File: src/rtl/fifo_wr_arbiter_pkg.sv
// fifo_arb_pkg: shared defaults and width helper for the FIFO write arbiter.
//   N_REQ_DEF   default number of requesters
//   DATA_W_DEF  default word width
//   DEPTH_DEF   default downstream FIFO depth
//   clog2_plus1 width needed to hold the values 0..depth
package fifo_arb_pkg;
    localparam int N_REQ_DEF  = 4;
    localparam int DATA_W_DEF = 8;
    localparam int DEPTH_DEF  = 16;

    function automatic int clog2_plus1(input int depth);
        return $clog2(depth + 1);
    endfunction
endpackage

File: src/rtl/fifo_wr_arbiter_rr_pick.sv
// rr_pick: combinational round-robin picker, first set request at or after i_ptr.
//   i_req  request vector
//   i_ptr  highest-priority index this cycle
//   o_gnt  one-hot grant, zero when nothing requests
//   o_idx  index of the winner
//   o_any  at least one request present
module rr_pick #(
    parameter int N     = 4,
    parameter int PTR_W = (N > 1) ? $clog2(N) : 1
) (
    input  logic [N-1:0]     i_req,
    input  logic [PTR_W-1:0] i_ptr,
    output logic [N-1:0]     o_gnt,
    output logic [PTR_W-1:0] o_idx,
    output logic             o_any
);
    // Scan from the far end back towards i_ptr so the nearest hit is written last.
    always_comb begin
        logic [PTR_W-1:0] w_j;
        w_j   = '0;
        o_idx = '0;
        for (int k = N - 1; k >= 0; k--) begin
            w_j = PTR_W'((int'(i_ptr) + k) % N);
            if (i_req[w_j]) o_idx = w_j;
        end
    end

    assign o_any = |i_req;
    assign o_gnt = o_any ? (N'(1) << o_idx) : '0;
endmodule

File: src/rtl/fifo_wr_arbiter.sv
// fifo_wr_arbiter: credit-based round-robin arbiter feeding one syn_fifo write port.
//   clk, rst          clock, synchronous active-low reset
//   req_valid/data    per-requester word offer, requester i at [i*DATA_W +: DATA_W]
//   req_gnt           one-hot acceptance this cycle
//   fifo_write_en/..  registered write to syn_fifo
//   fifo_full         syn_fifo full, used only for the overflow check
//   fifo_read_en/..   consumer read observed to return credits
//   credits           free entries, counting the write still in flight
//   err_ovf, err_udf  sticky overflow / credit-underflow flags
module fifo_wr_arbiter
    import fifo_arb_pkg::*;
#(
    parameter int N_REQ  = N_REQ_DEF,
    parameter int DATA_W = DATA_W_DEF,
    parameter int DEPTH  = DEPTH_DEF,
    parameter int CNT_W  = clog2_plus1(DEPTH)
) (
    input  logic                    clk,
    input  logic                    rst,
    input  logic [N_REQ-1:0]        req_valid,
    input  logic [N_REQ*DATA_W-1:0] req_data,
    output logic [N_REQ-1:0]        req_gnt,
    output logic                    fifo_write_en,
    output logic [DATA_W-1:0]       fifo_data_in,
    input  logic                    fifo_full,
    input  logic                    fifo_read_en,
    input  logic                    fifo_empty,
    output logic [CNT_W-1:0]        credits,
    output logic                    err_ovf,
    output logic                    err_udf
);
    localparam int PTR_W = $clog2(N_REQ);

    logic [PTR_W-1:0]  r_rr_ptr;
    logic [CNT_W-1:0]  r_credits;
    logic              r_wr_en;
    logic [DATA_W-1:0] r_data;
    logic              r_ovf;
    logic              r_udf;

    logic [N_REQ-1:0]  w_gnt;
    logic [PTR_W-1:0]  w_idx;
    logic              w_any;
    logic              w_accept;
    logic              w_rd_fire;
    logic              w_at_depth;
    logic              w_rd_inc;

    rr_pick #(.N(N_REQ), .PTR_W(PTR_W)) u_pick (
        .i_req (req_valid),
        .i_ptr (r_rr_ptr),
        .o_gnt (w_gnt),
        .o_idx (w_idx),
        .o_any (w_any)
    );

    assign w_rd_fire  = fifo_read_en && !fifo_empty;
    assign w_at_depth = r_credits == CNT_W'(DEPTH);
    // Grants are suppressed during reset so no word is lost to a dropped write.
    assign w_accept   = rst && w_any && (r_credits != '0);
    // A read at full credit is bogus; it must not push credits past DEPTH.
    assign w_rd_inc   = w_rd_fire && !(w_at_depth && !w_accept);
    assign req_gnt    = w_accept ? w_gnt : '0;

    always_ff @(posedge clk) begin
        if (!rst) begin
            r_rr_ptr  <= '0;
            r_credits <= CNT_W'(DEPTH);
            r_wr_en   <= 1'b0;
            r_data    <= '0;
            r_ovf     <= 1'b0;
            r_udf     <= 1'b0;
        end else begin
            r_wr_en   <= w_accept;
            r_credits <= r_credits - CNT_W'(w_accept) + CNT_W'(w_rd_inc);
            if (w_accept) begin
                r_data   <= req_data[int'(w_idx)*DATA_W +: DATA_W];
                r_rr_ptr <= (w_idx == PTR_W'(N_REQ - 1)) ? '0 : w_idx + 1'b1;
            end
            if (w_rd_fire && w_at_depth) r_udf <= 1'b1;
            if (r_wr_en && fifo_full) r_ovf <= 1'b1;
        end
    end

    assign fifo_write_en = r_wr_en;
    assign fifo_data_in  = r_data;
    assign credits       = r_credits;
    assign err_ovf       = r_ovf;
    assign err_udf       = r_udf;
endmodule

File: config.mk
export PLATFORM = sky130hd
export DESIGN_NAME = fifo_wr_arbiter
export DESIGN_NICKNAME = d
export VERILOG_FILES = /design/src/rtl/fifo_wr_arbiter_pkg.sv /design/src/rtl/fifo_wr_arbiter_rr_pick.sv /design/src/rtl/fifo_wr_arbiter.sv
export SDC_FILE = /design/constraint.sdc
export NUM_CORES = 1
export LEC_CHECK = 0
export ABC_AREA = 1
export BUFFER_PORTS_ARGS = -buffer_cell sky130_fd_sc_hd__buf_2
export CAP_MARGIN = 0
export CORE_MARGIN = 2
export CORE_UTILIZATION = 35
export CTS_CLUSTER_SIZE = 20
export DETAILED_ROUTE_END_ITERATION = 8
export GPL_ROUTABILITY_DRIVEN = 0
export PLACE_DENSITY = 0.74
export SETUP_SLACK_MARGIN = 0.15
export SYNTH_ARGS = -nofsm -noshare
export SYNTH_HDL_FRONTEND = slang
export SYNTH_SLANG_ARGS = --single-unit
File: constraint.sdc
create_clock -name clk -period 2.5 [get_ports clk]
set_input_delay 0.375 -clock clk [delete_from_list [all_inputs] [get_ports clk]]
set_output_delay 0.375 -clock clk [all_outputs]
set_load 0.005 [all_outputs]
# Yosys cells after proc, flatten, opt, wreduce, memory -nomap -nowiden
# Index checks and enable logic that the tools add are counted.
# W data, S select, Z words.
# op_classes
muxes	15
n_bitwise	0
eq_ne	2
add_sub_neg	6
magnitude_cmp	4
n_div	0
n_reduce_logical	12
shifts	2
n_mul	0
# op_table
op	count
$shiftx A32 B6 Y8	1
$lt A2 B3 Y1 const B	4
$mux W2	5
$bmux W1 S2	4
$mux W4	2
$logic_and A1 B1 Y1	7
$add A5 B1 Y5	1
$eq A5 B5 Y1 const B	1
$reduce_bool A5 Y1	1
$sub A5 B1 Y5	1
$add A2 B1 Y2 const B	2
$add A2 B2 Y2 const B	2
$mux W1	4
$reduce_or A4 Y1	1
$shl A1 B2 Y4 const A	1
$logic_not A1 Y1	3
$eq A2 B2 Y1 const B	1
# totals
latch_bits	0
out_inout_bits	20
memories	0
regBits	18
wordCells	47
romBits	0
mem_bits_rw	0

# Longest topological paths before layout
# Gate-level depths: netlist of run 1.
# logic_depth
depth_word	10
mapped_depth	15
depth_no_buf	14

# By module
# Synthesis of run 1 repeated with hierarchy kept, for this count alone.
# unflattened
cells_unflattened	292
area_unflattened_um2	1630.3
# by_module_without_submodules
module	seq_area_each_um2	cells_each	area_per_inst_um2	instances
fifo_wr_arbiter	360.3	226	1348.8	1
rr_pick	0.0	66	281.5	1

# Worst setup path after synthesis of run 1
# Ideal clock, no wire load.
# synth_path
path_kind	register -> register
start	register r_credits[2] (netlist: credits[2])
end	register r_credits[4] (netlist: credits[4])
path_stages_with_launch	16
synth_period_minus_slack_ns	2.421
t_arrival_ns	2.289
required_time_ns	2.367
slack_ns	0.079
n_path_buf	1
cell_sequence	dfxtp_1 inv_1 ha_1 nand3_1 nor2_1 nor2_1 buf_4 o21bai_1 ha_1 inv_1 ha_1 fa_1 nand2_1 a21oi_1 o21ai_0 nand3b_1
# synth_between
elab_chain_cells	7
# synth_lines
item	line_no	rtl
start, declared	fifo_wr_arbiter.sv:35	logic [CNT_W-1:0] r_credits;
start signal, assigned	fifo_wr_arbiter.sv:68	r_credits <= CNT_W'(DEPTH);
start signal, assigned	fifo_wr_arbiter.sv:75	r_credits <= r_credits - CNT_W'(w_accept) + CNT_W'(w_rd_inc);
$reduce_bool A5 Y1 *	fifo_wr_arbiter.sv:60	assign w_accept = rst && w_any && (r_credits != '0);
$logic_and A1 B1 Y1 *	fifo_wr_arbiter.sv:60	
net w_accept	fifo_wr_arbiter.sv:44	logic w_accept;
parallel branches: the longest is 4 deep, another holds $sub A5 B1 Y5	-	
$add A5 B1 Y5 *	fifo_wr_arbiter.sv:75	
# Mark *: on every way through the listed nets, which the timed path passes.
# A chain may end at the register's enable or synchronous reset.

# Final worst setup path of run 1
# layout_path
start	register r_rr_ptr[0]
end	output port req_gnt[1]
# layout_between
elab_chain_cells	10
# layout_lines
item	line_no	rtl
start, declared	fifo_wr_arbiter.sv:34	logic [PTR_W-1:0] r_rr_ptr;
start signal, assigned	fifo_wr_arbiter.sv:78	r_rr_ptr <= (w_idx == PTR_W'(N_REQ - 1)) ? '0 : w_idx + 1'b1;
$add A2 B2 Y2	fifo_wr_arbiter_rr_pick.sv:23	w_j = PTR_W'((int'(i_ptr) + k) % N);
$bmux W1 S2	fifo_wr_arbiter_rr_pick.sv:24	if (i_req[w_j]) o_idx = w_j;
$mux W1 (implied by the code)	fifo_wr_arbiter_rr_pick.sv:24	
$mux W2 (3 in a row)	fifo_wr_arbiter_rr_pick.sv:24	
$mux W2 *	fifo_wr_arbiter_rr_pick.sv:24	
$shl A1 B2 Y4 *	fifo_wr_arbiter_rr_pick.sv:29	assign o_gnt = o_any ? (N'(1) << o_idx) : '0;
$mux W4 *	fifo_wr_arbiter_rr_pick.sv:29	
$mux W4 *	fifo_wr_arbiter.sv:63	assign req_gnt = w_accept ? w_gnt : '0;
end, declared	fifo_wr_arbiter.sv:22	output logic [N_REQ-1:0] req_gnt,
# Mark *: on every way between the ends. The rest lies on a longest branch, timed or not. The select of a mux whose other input is x is not followed.

==> results.py, run 1 <==
metrics = {
    "layout": {
        "finalInstanceArea_um2": 2050,
        "multi_input_area_um2": 1020,
        "syn_to_final_growth_pct": 35.8,
        "drive_above_1_share_pct": 43.4,
        "n_antenna_cell": 0,
        "fillers": 421,
        "fin_nets": 341,
        "utilization_pct": 50.2,
        "regArea_um2": 368,
    },
    "critical_path": {
        "cpLargestDelayFamily": "simple AND/OR/NAND/NOR gates",
        "worstPathCellList": "buf_6, nand3_1, and2_4, nand3_2, nor2_4, nor2_4, nor2_8, ha_1, inv_1, nor2_1, buf_2",
        "slowest_delay_ns": 0.38,
        "cp.required_ns": 2.12,
        "cp_max_fo": 6,
        "start_kind": "register",
        "crit_type": "register to primary output",
        "critPathArrivalTime_ns": 1.87,
        "path_buf_inv": 3,
        "cp_slowest_cell": "dfxtp_4",
        "crit_top_cell": "nor2_4",
        "end_kind": "primary output",
    },
    "clocking": {
        "cts.htree.levels": 1,
        "cts.path.max_buffers": 2,
        "clkSinkCount": 18,
        "tritoncts": "done",
        "clk_pin_slew_worst_paths_ns": 0.07,
        "cts_buffers": 3,
        "post_cts_hold_buffer_count": 0,
        "insertion_delay_ns": 0.26,
        "cts_root_buf": "clkbuf_8",
    },
    "placement": {
        "port_buffers": 60,
        "dp_slack_ns": 0.128,
        "dpl.hpwl_um": 2920,
        "postPlaceCellArea_um2": 1860,
    },
    "sta": {
        "drv_slew": 0,
        "hold_violations": 0,
        "rsz0062_at_grt": "false",
        "final.min_clock_period_ns": 2.24,
        "final.setup.worst_slack_ns": 0.258,
        "fmax_mhz": 446,
        "worstMarginPinSlew_ns": 0.292,
        "period_share_pct": 89.7,
        "finalClockSkew_ns": 0.00329,
        "setup-violations-final": 0,
        "hold_ws_ns": 0.344,
        "maxSlewHeadroom_pct": 80.5,
        "finalSetupTns_ns": 0,
    },
    "global_route": {
        "grt_first_pass_wirelength_um": 6270,
        "grt_pass1_vias": 1496,
        "met3_usage_pct": 1.89,
        "antenna_found_initial": 0,
        "busiest_layer": "met2",
        "grt_max_degree": 18,
        "grtUsageMet2_pct": 26.9,
        "grt-ovfl-total": 0,
        "met1_usage_pct": 19.9,
        "groute.usage.overall_pct": 15.2,
    },
    "synth": {
        "yosysTopAreaCellShare_pct": 23.8,
        "synth-main-ff-cell": "dfxtp_1",
        "synth_area_leaders": "dfxtp_1, nand3_1, nand2_1",
        "yosysWarnings": 0,
        "synth_seq_cells": 18,
        "syn_avg_cell_area_um2": 6.97,
        "synth-edff-count": 0,
        "synth.distinct_cells": 31,
        "syn-instance-count": 217,
        "syn_nets": 269,
        "yosysTopAreaCell": "dfxtp_1",
        "syn-cell-area_um2": 1510,
        "yosysSeqAreaShare_pct": 23.8,
        "async_flop_share_pct": 0,
    },
    "pwr": {
        "clkPwrFrac_pct": 8.7,
        "irDropWorstVdd_uv": 474,
        "pwr-share-comb_pct": 72.2,
        "switchingPower_w": 0.00135,
        "powerDensity_nw_per_um2": 1340,
        "p_int_w": 0.00141,
        "p_seq_share_pct": 19.1,
        "p_leak_nw": 1.12,
        "swShare_pct": 48.9,
    },
    "route": {
        "viasPerCell": 4.77,
        "drt_iter0_markers": 56,
        "first_pass_iters": 3,
        "wl_um": 3790,
        "drc": 0,
        "routed-via-count": 1611,
        "ant_nets": 0,
        "avgRoutedWirePerCell_um": 11.2,
    },
    "run": {
        "maxCapViolations": 0,
    },
    "floorplanning": {
        "initial_core_util_pct": 37.0,
        "die_h_um": 69.7,
        "die_w_um": 69.7,
        "die_area_um2": 4860,
        "ioPinCount": 61,
        "rows": 23,
        "fp.coreArea_um2": 4090,
    },
    "run_status": {
        "run_status": "finished, final reports clean",
    },
    "min_path": {
        "hp-class": "primary input to register",
    },
}
-- what timing repair did --
| action | CTS | global route |
|---|---|---|
| setup endpoints to repair | 5 | 5 |
| pin swaps | 1 | 12 |
| gates resized for setup | 4 | 23 |
| endpoints found under the hold margin | 0 | 0 |
| gates cloned | 0 | 0 |
| buffers inserted | 1 | 7 |
-- cells in the mapped netlist (2+ instances only) --
cell and instances:
a21oi_1 5, buf_6 3, clkbuf_1 3, dfxtp_1 18
ha_1 10, inv_1 31, inv_2 2, nand2_1 36
nand2_2 11, nand2_4 3, nand3_1 54, nand3_2 3
nand3_4 2, nor2_1 14, nor2_2 2, o21ai_0 5
-- cell usage in the layout, fill, tap and decap left out, types with 3 or more instances in the layout --
master    instances
nand3_1          53
buf_4            14
nand2_1          35
o21ai_0           3
inv_1            27
nor2_4            4
dfxtp_1          14
inv_2             6
buf_2            60
nor2_1           11
dfxtp_2           3
ha_1              8
nand3_2           4
a21oi_1           4
clkbuf_8          4
nand2_2          12
-- tightest hold or removal path, delay by kind of cell --
family	cells	cell delay, ns
AO/OA/AOI/OAI	1	0.05
buffers and inverters	1	0.07
AND/OR/NAND/NOR	1	0.07
-- state kept, by name, summed over array words and instances (netlist names) --
signal and count:
err_udf 1, fifo_write_en 1, credits 5, r_rr_ptr 2
fifo_data_in 8, err_ovf 1
-- power by group through the flow --
stage	sequential (W)	combinational, W	clock (W)
floorplan	0.000499	0.00138	0
global placement	0.000531	0.00168	0
detailed placement	0.000532	0.00172	0
CTS	0.000533	0.00174	0.000248
global route	0.000545	0.00222	0.000256
finish	0.000526	0.00199	0.000241
-- worst paths after layout --
path               start          to  slack (ns)  depth (start not counted)
min            fifo_full     err_ovf        0.34                          3
max reg2reg   credits[3]  credits[4]        0.30                         14
max          r_rr_ptr[0]  req_gnt[1]        0.26                         11
min reg2reg      err_ovf     err_ovf        0.47                          2
-- stage by stage --
step           total power (W)  std cells
3_5_place_dp           0.00225        326
6_report               0.00276        338
3_3_place_gp           0.00221        326
2_1_floorplan          0.00188        217
5_1_grt                0.00303        338
4_1_cts                0.00252        331
-- kinds of logic (layout without fill, tap and decap cells) --
group	after synthesis	after routing	share of synthesized area, %
simple gates	131	131	46.7
buf+inv	42	113	13.4
flops	18	18	23.8
compound gates	14	14	5.88
fa+ha+maj	11	11	9.60
xor+xnor	1	1	0.580
-- final cells by class --
type                            instances  share of cell area, %
Timing Repair Buffer                   75                   20.3
Tap cell                               50                   3.05
Clock buffer                            4                   2.68
Inverter                               34                   6.34
Multi-Input combinational cell        157                   49.7
Sequential cell                        18                   17.9
-- routing by layer --
metal | vias to the layer above | part of all wire [%]
met3 | 4 | 4.6
met4 | 0 | 0.95
met1 | 728 | 47
met2 | 38 | 48
met5 | - | 0
li1 | 841 | -
Note: power is estimated with default switching activity, not from simulation.
==> run 2, diff against run 1 <==
CORE_UTILIZATION = 30   (was 35)
PLACE_DENSITY = 0.67   (was 0.74)
==> run 2 against run 1 <==
Sequential power hardly changed; worst hold slack worse by 0.0030 ns; clock power hardly changed; critical endpoint is now credits[4]; largest cell class unchanged; largest power group unchanged; highest routed layer unchanged.
==> results.py, run 2 (synthesized netlist as in run 1, its figures left out) <==
metrics = {
    "floorplanning": {
        "die_w_um": 75.0,
        "rows": 25,
        "ioPinCount": 61,
        "fp.coreArea_um2": 4790,
        "die_h_um": 75.0,
        "initial_core_util_pct": 31.6,
        "die_area_um2": 5620,
    },
    "placement": {
        "port_buffers": 60,
        "dpl.hpwl_um": 2990,
        "dp_cells": 344,
        "postPlaceCellArea_um2": 1890,
        "dp_slack_ns": 0.130,
    },
    "layout": {
        "largest_register_ffs": 8,
        "fillers": 501,
        "fin_cells": 355,
        "n_antenna_cell": 0,
        "fin_nets": 341,
        "drive_above_1_share_pct": 42.7,
        "final_common_cell": "buf_2",
        "syn_to_final_growth_pct": 36.0,
        "most-common-layout-cells": "buf_2, nand3_1, nand2_1",
        "finalInstanceArea_um2": 2060,
    },
    "critical_path": {
        "cp.required_ns": 2.65,
        "end_kind": "register",
        "cp_max_fo": 3,
        "start_kind": "register",
        "worstPathCellList": "inv_2, ha_4, nand3_1, nor2_2, nor2_2, o21bai_1, ha_1, inv_2, ha_4, fa_2, nand2_2, a21oi_2, o21ai_1, nand3b_1",
        "cp_slowest_cell": "fa_2",
        "crit_type": "register to register",
        "critPathArrivalTime_ns": 2.40,
        "slowest_delay_ns": 0.36,
    },
    "global_route": {
        "met3_usage_pct": 3.21,
        "grt_max_degree": 21,
        "grtUsageMet2_pct": 24.9,
        "grt_pass1_vias": 1462,
        "grt_first_pass_wirelength_um": 6380,
        "grt-ovfl-total": 0,
        "antenna_found_initial": 0,
        "busiest_layer": "met2",
        "groute.usage.overall_pct": 14.6,
        "met1_usage_pct": 18.6,
    },
    "clocking": {
        "clk_pin_slew_worst_paths_ns": 0.07,
        "post_cts_hold_buffer_count": 0,
        "cts_buffers": 3,
        "insertion_delay_ns": 0.26,
        "clkSinkCount": 18,
        "cts.htree.levels": 1,
        "cts.path.max_buffers": 2,
        "tritoncts": "done",
        "cts_root_buf": "clkbuf_8",
    },
    "sta": {
        "rsz0062_at_grt": "true",
        "finalClockSkew_ns": 0.00541,
        "fmax_mhz": 445,
        "finalSetupTns_ns": 0,
        "setup-violations-final": 0,
        "final.setup.worst_slack_ns": 0.255,
        "drv_slew": 0,
        "maxSlewHeadroom_pct": 78.2,
        "final.min_clock_period_ns": 2.24,
        "worstMarginPinSlew_ns": 0.326,
        "period_share_pct": 89.8,
        "hold_violations": 0,
    },
    "route": {
        "wl_um": 3950,
        "first_pass_iters": 4,
        "avgRoutedWirePerCell_um": 11.1,
        "viasPerCell": 4.48,
        "drt_iter0_markers": 59,
        "ant_nets": 0,
        "drc": 0,
        "routed-via-count": 1591,
    },
    "pwr": {
        "switchingPower_w": 0.00136,
        "irDropWorstVdd_uv": 471,
        "p_int_w": 0.00139,
        "power_w": 0.00275,
        "swShare_pct": 49.3,
        "powerDensity_nw_per_um2": 1340,
        "clkPwrFrac_pct": 8.8,
        "pwr-share-comb_pct": 72.1,
        "p_seq_share_pct": 19.1,
        "p_leak_nw": 1.12,
    },
    "run": {
        "maxCapViolations": 0,
    },
    "run_status": {
        "run_status": "finished, final reports clean",
    },
    "min_path": {
        "hp-class": "primary input to register",
    },
}
## run 2: power groups by stage
stage | registers (W) | clock network, W | logic [W]
2_1_floorplan | 0.000499 | 0 | 0.00138
3_5_place_dp | 0.000521 | 0 | 0.00175
6_report | 0.000525 | 0.000241 | 0.00198
4_1_cts | 0.000518 | 0.000245 | 0.00180
3_3_place_gp | 0.000525 | 0 | 0.00172
5_1_grt | 0.000541 | 0.000260 | 0.00224
## run 2: repair_timing
item	4_1_cts	5_1_grt
setup endpoints to repair	5	6
pin swaps	2	10
buffers inserted	2	4
hold endpoints to repair	0	0
gates resized for setup	5	13
cloned	0	1
## run 2: worst max-delay path, delay by kind of cell (launching register included)
family	cells	cell delay [ns]
buf+inv	2	0.09
flops	1	0.33
fa+ha+maj	4	0.95
compound gates	3	0.32
simple gates	5	0.45
## run 2: layer usage
metal  part of all wire, %  up-vias
met2                    46       45
met4                   2.2        0
li1                      -      841
met1                    46      696
met3                   5.1        9
met5                     0        -
## run 2: final timing paths
path | slack (ns) | cells after the start | endpoint | startpoint
max reg2reg | 0.26 | 14 | credits[4] | credits[3]
min | 0.34 | 3 | err_ovf | fifo_full
min reg2reg | 0.47 | 2 | err_ovf | err_ovf
max | 0.26 | 14 | credits[4] | credits[3]
## run 2: metrics by stage
| step | util [%] | hold WS (ns) |
|---|---|---|
| after floorplan | - | 0.460 |
| final | 43.0 | 0.341 |
| after global placement | 39.5 | 0.449 |
| after global routing | 43.0 | 0.339 |
| after CTS | 41.1 | 0.344 |
| after detailed placement | 39.5 | 0.452 |
## run 2: cell type report
type / instances / area, um^2 / share of cell area (%)
Timing Repair Buffer: 74 / 405 / 19.7
Clock buffer: 4 / 55.1 / 2.68
Inverter: 34 / 130 / 6.33
Sequential cell: 18 / 368 / 17.9
Tap cell: 67 / 83.8 / 4.08
Multi-Input combinational cell: 158 / 1010 / 49.3
==> run 3, diff against run 2 <==
CORE_UTILIZATION = 44   (was 30)
PLACE_DENSITY = 0.88   (was 0.67)
==> run 3 against run 2 <==
Clock power fell by 29%; non-clock buffer count rose by 4; register-to-register slack got worse by 0.02 ns; setup slack got worse by 0.059 ns; sequential power rose by 2%; final cell count fell by 4.8%; wire length rose by 8.9%; design area rose by 5.2%; power rose by 8.8%; die area fell by 30%; highest routed layer unchanged.
==> results.py, run 3 (synthesized netlist as in run 1, its figures left out) <==
metrics = {
    "critical_path": {
        "crit_type": "register to primary output",
        "slowest_delay_ns": 0.39,
        "cp_slowest_cell": "dfxtp_4",
        "crit_top_cell": "nor2_4",
        "cpLargestDelayFamily": "simple AND/OR/NAND/NOR gates",
        "worstPathCellList": "buf_6, o21ai_4, nand3_2, nor2_4, nor2_4, nor2_4, nor2_8, ha_4, inv_1, nor2_1, buf_2",
        "critPathArrivalTime_ns": 1.93,
        "start_kind": "register",
        "cp_max_fo": 6,
        "cp.required_ns": 2.12,
        "reg2reg_depth": 14,
        "end_kind": "primary output",
        "path_buf_inv": 3,
        "path_depth": 11,
    },
    "sta": {
        "period_share_pct": 92.2,
        "hold_ws_ns": 0.331,
        "finalSetupTns_ns": 0,
        "maxSlewHeadroom_pct": 77.4,
        "setup-violations-final": 0,
        "finalClockSkew_ns": 0.00119,
        "final.min_clock_period_ns": 2.30,
        "drv_slew": 0,
        "rsz0062_at_grt": "true",
        "worstMarginPinSlew_ns": 0.336,
        "fmax_mhz": 434,
        "hold_violations": 0,
    },
    "pwr": {
        "pwr-share-comb_pct": 76.3,
        "swShare_pct": 50.7,
        "clkPwrFrac_pct": 5.7,
        "p_int_w": 0.00148,
        "p_seq_share_pct": 18.0,
        "switchingPower_w": 0.00152,
        "powerDensity_nw_per_um2": 1380,
        "p_leak_nw": 1.15,
        "irDropWorstVdd_uv": 507,
    },
    "floorplanning": {
        "die_h_um": 62.6,
        "ioPinCount": 61,
        "die_area_um2": 3920,
        "fp.coreArea_um2": 3310,
        "die_w_um": 62.6,
        "initial_core_util_pct": 45.7,
        "rows": 21,
    },
    "clocking": {
        "cts_buffers": 3,
        "insertion_delay_ns": 0.28,
        "tritoncts": "done",
        "cts.htree.levels": 1,
        "cts_root_buf": "clkbuf_4",
        "clkSinkCount": 18,
        "cts.path.max_buffers": 2,
        "clk_pin_slew_worst_paths_ns": 0.10,
        "post_cts_hold_buffer_count": 0,
    },
    "run": {
        "maxCapViolations": 0,
    },
    "layout": {
        "final_common_cell": "buf_2",
        "drive_above_1_share_pct": 48.3,
        "finalInstanceArea_um2": 2160,
        "utilization_pct": 65.3,
        "n_antenna_cell": 0,
        "syn_to_final_growth_pct": 43.0,
        "largest_register_ffs": 8,
        "fin_nets": 345,
        "most-common-layout-cells": "buf_2, nand3_1, nand2_1",
        "fillers": 291,
    },
    "route": {
        "drc": 0,
        "viasPerCell": 5.11,
        "drt_iter0_markers": 73,
        "avgRoutedWirePerCell_um": 12.7,
        "first_pass_iters": 4,
        "routed-via-count": 1726,
        "ant_nets": 0,
        "wl_um": 4310,
    },
    "placement": {
        "port_buffers": 60,
        "postPlaceCellArea_um2": 1850,
        "dpl.hpwl_um": 2830,
    },
    "global_route": {
        "groute.usage.overall_pct": 18.8,
        "grt_max_degree": 21,
        "grt_first_pass_wirelength_um": 6170,
        "antenna_found_initial": 0,
        "grt-ovfl-total": 0,
        "grt_pass1_vias": 1486,
    },
    "min_path": {
        "hp-class": "primary input to register",
        "whs_path_depth": 3,
    },
    "run_status": {
        "run_status": "finished, final reports clean",
    },
}
-- run 3: changes by cell type in the layout (fill, tap and decap cells not counted), moves of 2 or more --
| cell | before | now |
|---|---|---|
| ha_1 | 8 | 6 |
| ha_4 | 2 | 4 |
| inv_1 | 28 | 26 |
| nand2_1 | 35 | 32 |
| nor2_1 | 12 | 10 |
| clkbuf_8 | 4 | 1 |
| nand3_1 | 54 | 50 |
| nor2_4 | 2 | 5 |
| nand3_2 | 3 | 6 |
| nand2_4 | 4 | 6 |
| buf_4 | 14 | 17 |
| clkbuf_4 | 0 | 3 |
-- run 3: layout make-up --
| class | instances | area (um^2) | share of cell area (%) |
|---|---|---|---|
| clock buffer | 4 | 36.3 | 1.68 |
| tap | 46 | 57.6 | 2.66 |
| inverter | 34 | 133 | 6.13 |
| multi-input combinational | 158 | 1120 | 52.0 |
| timing repair buffer | 78 | 439 | 20.3 |
| sequential | 18 | 372 | 17.2 |
-- run 3: worst reg2reg max path: cells and delay by family (launching register included) --
family / cells / cell delay [ns]
buffers and inverters: 2 / 0.09
and+or+nand+nor: 5 / 0.44
DFF: 1 / 0.34
adders and majority gates: 4 / 0.96
AOI/OAI and AO/OA: 3 / 0.29
-- run 3: repair_timing --
action / CTS / global route
endpoints found under the setup margin: 5 / 6
pin swaps: 1 / 21
hold endpoints to repair: 0 / 0
buffers inserted: 3 / 9
cloned: 0 / 1
gates resized for setup: 4 / 45
-- run 3: routing by layer --
| layer | part of all wire [%] | vias to the layer above | track usage, % |
|---|---|---|---|
| li1 | - | 852 | - |
| met1 | 42 | 811 | 23.0 |
| met2 | 52 | 53 | 34.7 |
| met3 | 3.5 | 10 | 2.52 |
| met4 | 2.6 | 0 | 4.44 |
| met5 | 0 | - | 0 |
-- run 3: power groups by stage --
stage	Clock (W)	Sequential, W	Combinational [W]
detailed placement	0	0.000529	0.00169
global placement	0	0.000528	0.00164
global route	0.000197	0.000555	0.00252
CTS	0.000180	0.000519	0.00174
finish	0.000171	0.000538	0.00229
floorplan	0	0.000499	0.00138
-- run 3: through the flow --
step	std cells	setup slack [ns]	total power [W]
2_1_floorplan	217	0.169	0.00188
3_3_place_gp	321	0.140	0.00217
3_5_place_dp	321	0.0997	0.00222
4_1_cts	328	0.152	0.00244
5_1_grt	338	0.112	0.00327
6_report	338	0.196	0.00299
-- run 3: path summary, 6_finish.rpt --
check	startpoint	end	slack [ns]
max	r_rr_ptr[0]	req_gnt[1]	0.20
min	fifo_full	err_ovf	0.33
max reg2reg	credits[3]	credits[4]	0.24
min reg2reg	fifo_data_in[0]	fifo_data_in[0]	0.48
